File: src/rtl/core_bus_arbiter.sv
// core_bus_arbiter: round-robin arbiter merging core I/D requests onto one single-beat memory bus
// ports: clk, reset (async active-low), ireq/iresp (instruction master), dreq/dresp (data master),
//        creq/cresp (memory bus); creq is driven only from registered state
package core_bus_pkg;
  typedef struct packed {
    logic        valid;
    logic [63:0] addr;
  } ibus_req_t;
  typedef struct packed {
    logic        addr_ok;
    logic        data_ok;
    logic [31:0] data;
  } ibus_resp_t;
  typedef struct packed {
    logic        valid;
    logic [63:0] addr;
    logic [2:0]  size;
    logic [7:0]  strobe;
    logic [63:0] data;
  } dbus_req_t;
  typedef struct packed {
    logic        addr_ok;
    logic        data_ok;
    logic [63:0] data;
  } dbus_resp_t;
  typedef struct packed {
    logic        valid;
    logic        is_write;
    logic [2:0]  size;
    logic [63:0] addr;
    logic [7:0]  strobe;
    logic [63:0] data;
  } cbus_req_t;
  typedef struct packed {
    logic        ready;
    logic        last;
    logic [63:0] data;
  } cbus_resp_t;
endpackage

module core_bus_arbiter
  import core_bus_pkg::*;
(
  input  logic       clk,
  input  logic       reset,
  input  ibus_req_t  ireq,
  output ibus_resp_t iresp,
  input  dbus_req_t  dreq,
  output dbus_resp_t dresp,
  output cbus_req_t  creq,
  input  cbus_resp_t cresp
);
  typedef enum logic [1:0] {IDLE, BUSY_I, BUSY_D} state_t;
  state_t      state;
  logic        last_grant;
  logic [63:0] lat_addr;
  logic [63:0] lat_data;
  logic [2:0]  lat_size;
  logic [7:0]  lat_strobe;
  logic        busy;
  logic        done;
  logic        grant_d;
  assign busy = state != IDLE;
  assign done = busy & cresp.ready & cresp.last;
  // last_grant: 0 = I, 1 = D; on a tie the master that did not win last time goes next
  assign grant_d = dreq.valid & (~ireq.valid | ~last_grant);
  always_ff @(posedge clk or negedge reset) begin
    if (!reset) begin
      state      <= IDLE;
      last_grant <= 1'b0;
      lat_addr   <= '0;
      lat_data   <= '0;
      lat_size   <= '0;
      lat_strobe <= '0;
    end else if (state == IDLE) begin
      if (grant_d) begin
        state      <= BUSY_D;
        last_grant <= 1'b1;
        lat_addr   <= dreq.addr;
        lat_data   <= dreq.data;
        lat_size   <= dreq.size;
        lat_strobe <= dreq.strobe;
      end else if (ireq.valid) begin
        state      <= BUSY_I;
        last_grant <= 1'b0;
        lat_addr   <= ireq.addr;
        lat_data   <= '0;
        lat_size   <= 3'b010;
        lat_strobe <= '0;
      end
    end else if (done) begin
      state <= IDLE;
    end
  end
  // instruction fetches latch a zero strobe, so is_write needs no state qualification
  assign creq = busy ? cbus_req_t'{valid: 1'b1, is_write: |lat_strobe, size: lat_size,
                                   addr: lat_addr, strobe: lat_strobe, data: lat_data} : '0;
  assign iresp = ibus_resp_t'{addr_ok: done & (state == BUSY_I), data_ok: done & (state == BUSY_I),
                              data: lat_addr[2] ? cresp.data[63:32] : cresp.data[31:0]};
  assign dresp = dbus_resp_t'{addr_ok: done & (state == BUSY_D), data_ok: done & (state == BUSY_D),
                              data: cresp.data};
endmodule

File: config.mk
export PLATFORM = sky130hd
export DESIGN_NAME = core_bus_arbiter
export DESIGN_NICKNAME = d
export VERILOG_FILES = /design/src/rtl/core_bus_arbiter.sv
export SDC_FILE = /design/constraint.sdc
export NUM_CORES = 1
export LEC_CHECK = 0
export ABC_AREA = 1
export CORE_AREA = 2 2 198 200
export DETAILED_ROUTE_END_ITERATION = 8
export DIE_AREA = 0 0 200 202
export PLACE_DENSITY = 0.56
export SYNTH_ARGS = -nofsm -noshare
export SYNTH_HDL_FRONTEND = slang
export SYNTH_SLANG_ARGS = --single-unit
File: constraint.sdc
create_clock -name clk -period 2.27 [get_ports clk]
set_input_delay 0.454 -clock clk [delete_from_list [all_inputs] [get_ports clk]]
set_output_delay 0.454 -clock clk [all_outputs]
set_load 0.01 [all_outputs]
After elaboration in Yosys (flattened, before gate mapping)

Index checks and enable logic that the tools add are counted.

Bits in registers: 142
Input port bits: 273

Eq/ne operators: 3
Multiplexer cells: 16
Bitwise operators: 8
Reductions and logical operators: 7

Operators by type and width:

| kind               | count |
|---|---|
| $mux 64            | 4 |
| $mux 141           | 1 |
| $mux 32            | 1 |
| $mux 8             | 2 |
| $mux 2             | 4 |
| $reduce_or 8->1    | 1 |
| $mux 3             | 2 |
| $reduce_bool 2->1  | 3 |
| $and 1x1->1        | 5 |
| $reduce_and 2->1   | 2 |
| $ne 3x3->1 const B | 1 |
| $eq 2x1->1 const B | 1 |
| $eq 2x2->1 const B | 1 |
| $logic_not 2->1    | 1 |
| $mux 1             | 2 |
| $not 1->1          | 2 |
| $or 1x1->1         | 1 |

Logic depth before layout (Yosys ltp)

Depth in word-level cells: 5
Depth in mapped cells: 8
Mapped depth without buffers: 6

Worst setup path after synthesis

Ideal clock, no wire load.

Kind: register -> output
Start: reg state[1]
End: out creq[100] (netlist bit)
Arrival time: 1076 ps
Required time: 1816 ps
Path slack: 740 ps
Stages on the path, launching flop included: 5
Path buffers: 2
Path through: dfrtp_1 nor2_2 buf_2 buf_2 nor2_1

RTL lines:

| element                  | RTL line | text |
|---|---|---|
| start: declaration       | 54       | `state_t state;` |
| start signal: assignment | 69       | `state <= IDLE;` |
| start signal: assignment | 77       | `state <= BUSY_D;` |
| start signal: assignment | 84       | `state <= BUSY_I;` |
| end: declaration         | 50       | `output cbus_req_t creq,` |

==> flow_summary.yaml <==
final_layout:
  fraction_of_final_layout_cells_sized_beyond_drive_strength_1_pct: 11.7
  finalNetCount: 2103
  n_fill_cell: 4098
  seq_area_um2: 3560
  final_core_utilization_pct: 39.3
  areaGrowthSynthToFinish_pct: 72.0
  count_of_placed_standard_cells_in_the_final_layout_fillers_left_out: 2363
  combined_area_of_the_multi_input_logic_cells_um2: 3310
sta:
  grt_setup_unrepaired: "yes"
  hold_viol: 0
  finalSetupViolCount: 0
  final_cycle_share_pct: 97.5
  worstMarginPinSlew_ns: 0.454
  timing.fmax_mhz: 452
  layout_setup_ws_ns: 0.0575
  final.setup_skew_ns: 0.0111
  fin_tns_setup_ns: 0
  max-slew-margin-rel_pct: 69.7
  period_minus_slack_ns: 2.21
  final.hold.worst_slack_ns: 0.470
  timing.final.max_slew_violations: 0
detailed_routing:
  route.detailed.vias_per_inst: 4.15
  drt_iter0_drc: 312
  dr.pass1.iters: 4
  drt_drc_violations_left: 0
  route.antenna.remaining_nets: 0
  num_vias: 9810
  route.final.wire_length_mm: 38.5
  routed_wire_length_per_instance_um: 16.3
global_routing:
  grt_overflow: 0
  grt_pass1_wl_mm: 56.9
  pin_count_of_the_biggest_net_entering_global_routing: 66
  gr-usage-all-layers_pct: 18.8
  grt_pass1_vias: 9755
  initial_antenna_violation_count: 2
logic_synthesis:
  post_synthesis_xor_xnor_area_fraction_pct: 0
  ys_dominant_reg_cell: "dfrtp_1"
  post_synth_main_area_contributors: "dfrtp_1 41%, nand2_1 19%, nand3_1 12%"
  synth_enable_flop_cells: 0
  post_synth.cell_area_avg_um2: 6.43
  yosys.cell_count.top_type: "nand2_1"
  synth_simple_gate_area_share_pct: 37.2
  net_count_of_the_mapped_netlist: 1636
  number_of_warnings_issued_by_yosys: 0
  yosys.cell_types.count: 13
  synthDominantAreaCellType: "dfrtp_1"
  syn-instance-count: 1363
  share_of_the_synthesized_area_in_compound_gates_ao_oa_aoi_oai_pct: 0.171
  synth.area.mux_share_pct: 0
  largest_family_of_logic_cells_by_synthesized_area: "simple AND/OR/NAND/NOR gates"
  synth_fa_ha_area_share_pct: 0
  post_synth_design_cell_area_um2: 8760
  postSynth.asyncResetShare_pct: 100
  yosysTopAreaCellShare_pct: 40.6
  ys_top_cells_by_count: "446 x nand2_1, 268 x inv_1, 204 x nand3_1, 144 x nor2_1, 142 x dfrtp_1"
  synth.yosys.seq_area_share_pct: 40.6
  ys_seq_elements: 142
clock_network:
  insertion_delay_ns: 0.44
  cts-root-buf: "clkbuf_16"
  clock_tree.buffer_depth: 2
  cts.sink_count: 142
  number_of_buffers_added_by_the_clock_tree_synthesis_step: 17
  path_clk_slew_ns: 0.06
  h-tree-depth: 4
  cts_tree: "built"
worst_setup_path:
  worst_setup_path_end_kind: "output pin"
  timing.setup.critical_path_class: "register to output pin"
  worst-endpoint-arrival_ns: 1.76
  crit_path_frequent_cell: "buf_6"
  max_stage_delay_ns: 0.42
  cell_family_with_most_cp_delay: "buffers and inverters"
  cp-start-kind: "register"
  worstPathMaxFanout: 12
  cpMaxStageDelayCell: "dfrtp_2"
  crit_chain: "nor2_4 > buf_6 > clkbuf_16 > buf_6 > buf_12 > nor2_1 > buf_2"
  worst-endpoint-required_ns: 1.82
  worst-path-buf-inv: 5
power_and_ir_drop:
  peakVddDrop_mv: 0.504
  static_leakage_uw: 0.00816
  power_density_nw_per_um2: 1230
floorplan:
  floorplan.rows: 72
  die_y_um: 202
  die-width_um: 200
  ios: 514
  core-area_um2: 38300
  fp.dieArea_um2: 40400
  effective_utilization_at_floorplan_pct: 22.9
hold_path:
  hold_path.class: "register to register"
job:
  max_cap_violations: 0
placement:
  pre_cts_ws_ns: 0.0163
  globalplace.congestion: 0.896
  detailed_place_hpwl_mm: 28.2
  number_of_i_o_port_buffers: 513
  post-place-cells: 2285
status:
  status: "finished, final reports clean"
## metal layers
metal  share of wire, %  GRT usage (%)  wire [um]  vias to the layer above
met5                  0              0          0                        -
met3                9.2           5.81       3550                       58
met2                 49           32.8      18900                      374
met1                 38           20.6      14500                     4527
met4                4.1           9.05       1590                        0
li1                   -              -          -                     4851
## through the flow
| stage | area [um2] | total power [uW] |
|---|---|---|
| floorplan | 8760 | 9480 |
| global placement | 14200 | 15000 |
| detailed placement | 14200 | 15100 |
| CTS | 15000 | 18600 |
| global route | 15100 | 20000 |
| finish | 15100 | 18500 |
## power breakdown
| group | total (uW) | internal [uW] | switching, uW |
|---|---|---|---|
| clock | 2820 | 1640 | 1170 |
| sequential | 4460 | 3790 | 668 |
| combinational | 11200 | 5230 | 5960 |
## path summary, 6_finish.rpt
check,startpoint,cells after the start,endpoint,slack (ns)
max,state[1],7,creq[56],0.06
min,lat_data[34],2,lat_data[34],0.47
max reg2reg,state[1],8,lat_addr[13],0.54
min reg2reg,lat_data[34],2,lat_data[34],0.47
max in group asynchronous,reset,3,lat_strobe[5],1.04
min in group asynchronous,reset,2,lat_addr[42],0.52
## sequential cells by signal, indices dropped and copies added, names as in the netlist
register	cells
lat_addr	64
lat_strobe	8
lat_size	3
last_grant	1
lat_data	64
state	2
## tightest hold or removal path, delay by kind of cell (launching register included)
family,cells,cell delay [ns]
flops,1,0.34
simple gates,2,0.10
## cells in the final DEF, fill, tap and decap left out, types with 3 or more instances in the layout
master	Yosys	final
clkdlybuf4s50_1	0	332
buf_4	82	36
clkinvlp_4	0	5
clkdlybuf4s15_1	0	42
nand3_1	204	204
inv_1	268	267
buf_16	0	7
buf_8	0	5
dfrtp_1	142	140
dlygate4sd2_1	0	58
nor2_2	2	10
buf_2	40	73
clkbuf_16	0	19
inv_2	4	4
bufbuf_16	0	3
nand2_1	446	444
buf_6	0	8
clkinv_2	0	4
o21ai_0	3	3
nor2_1	144	134
buf_12	0	25
## repair_timing
action                     4_1_cts  5_1_grt
pin swaps                        1        1
hold endpoints to repair        42        0
hold buffers                     1        0
resized for setup              423       63
buffers inserted                34        1
setup endpoints to repair      175       73
cloned                          11        2
## final cells by class
cell class | instances | area share (%)
multi-input combinational | 801 | 22.0
tap | 518 | 4.30
clock inverter | 14 | 0.955
clock buffer | 18 | 2.92
antenna | 2 | 0.0332
inverter | 272 | 6.79
sequential | 142 | 23.6
timing repair buffer | 596 | 39.4
## logic make-up after synthesis
group           Yosys count
simple gates            798
flops                   142
buf+inv                 420
compound gates            3
Power figures use the tool's default switching activity.
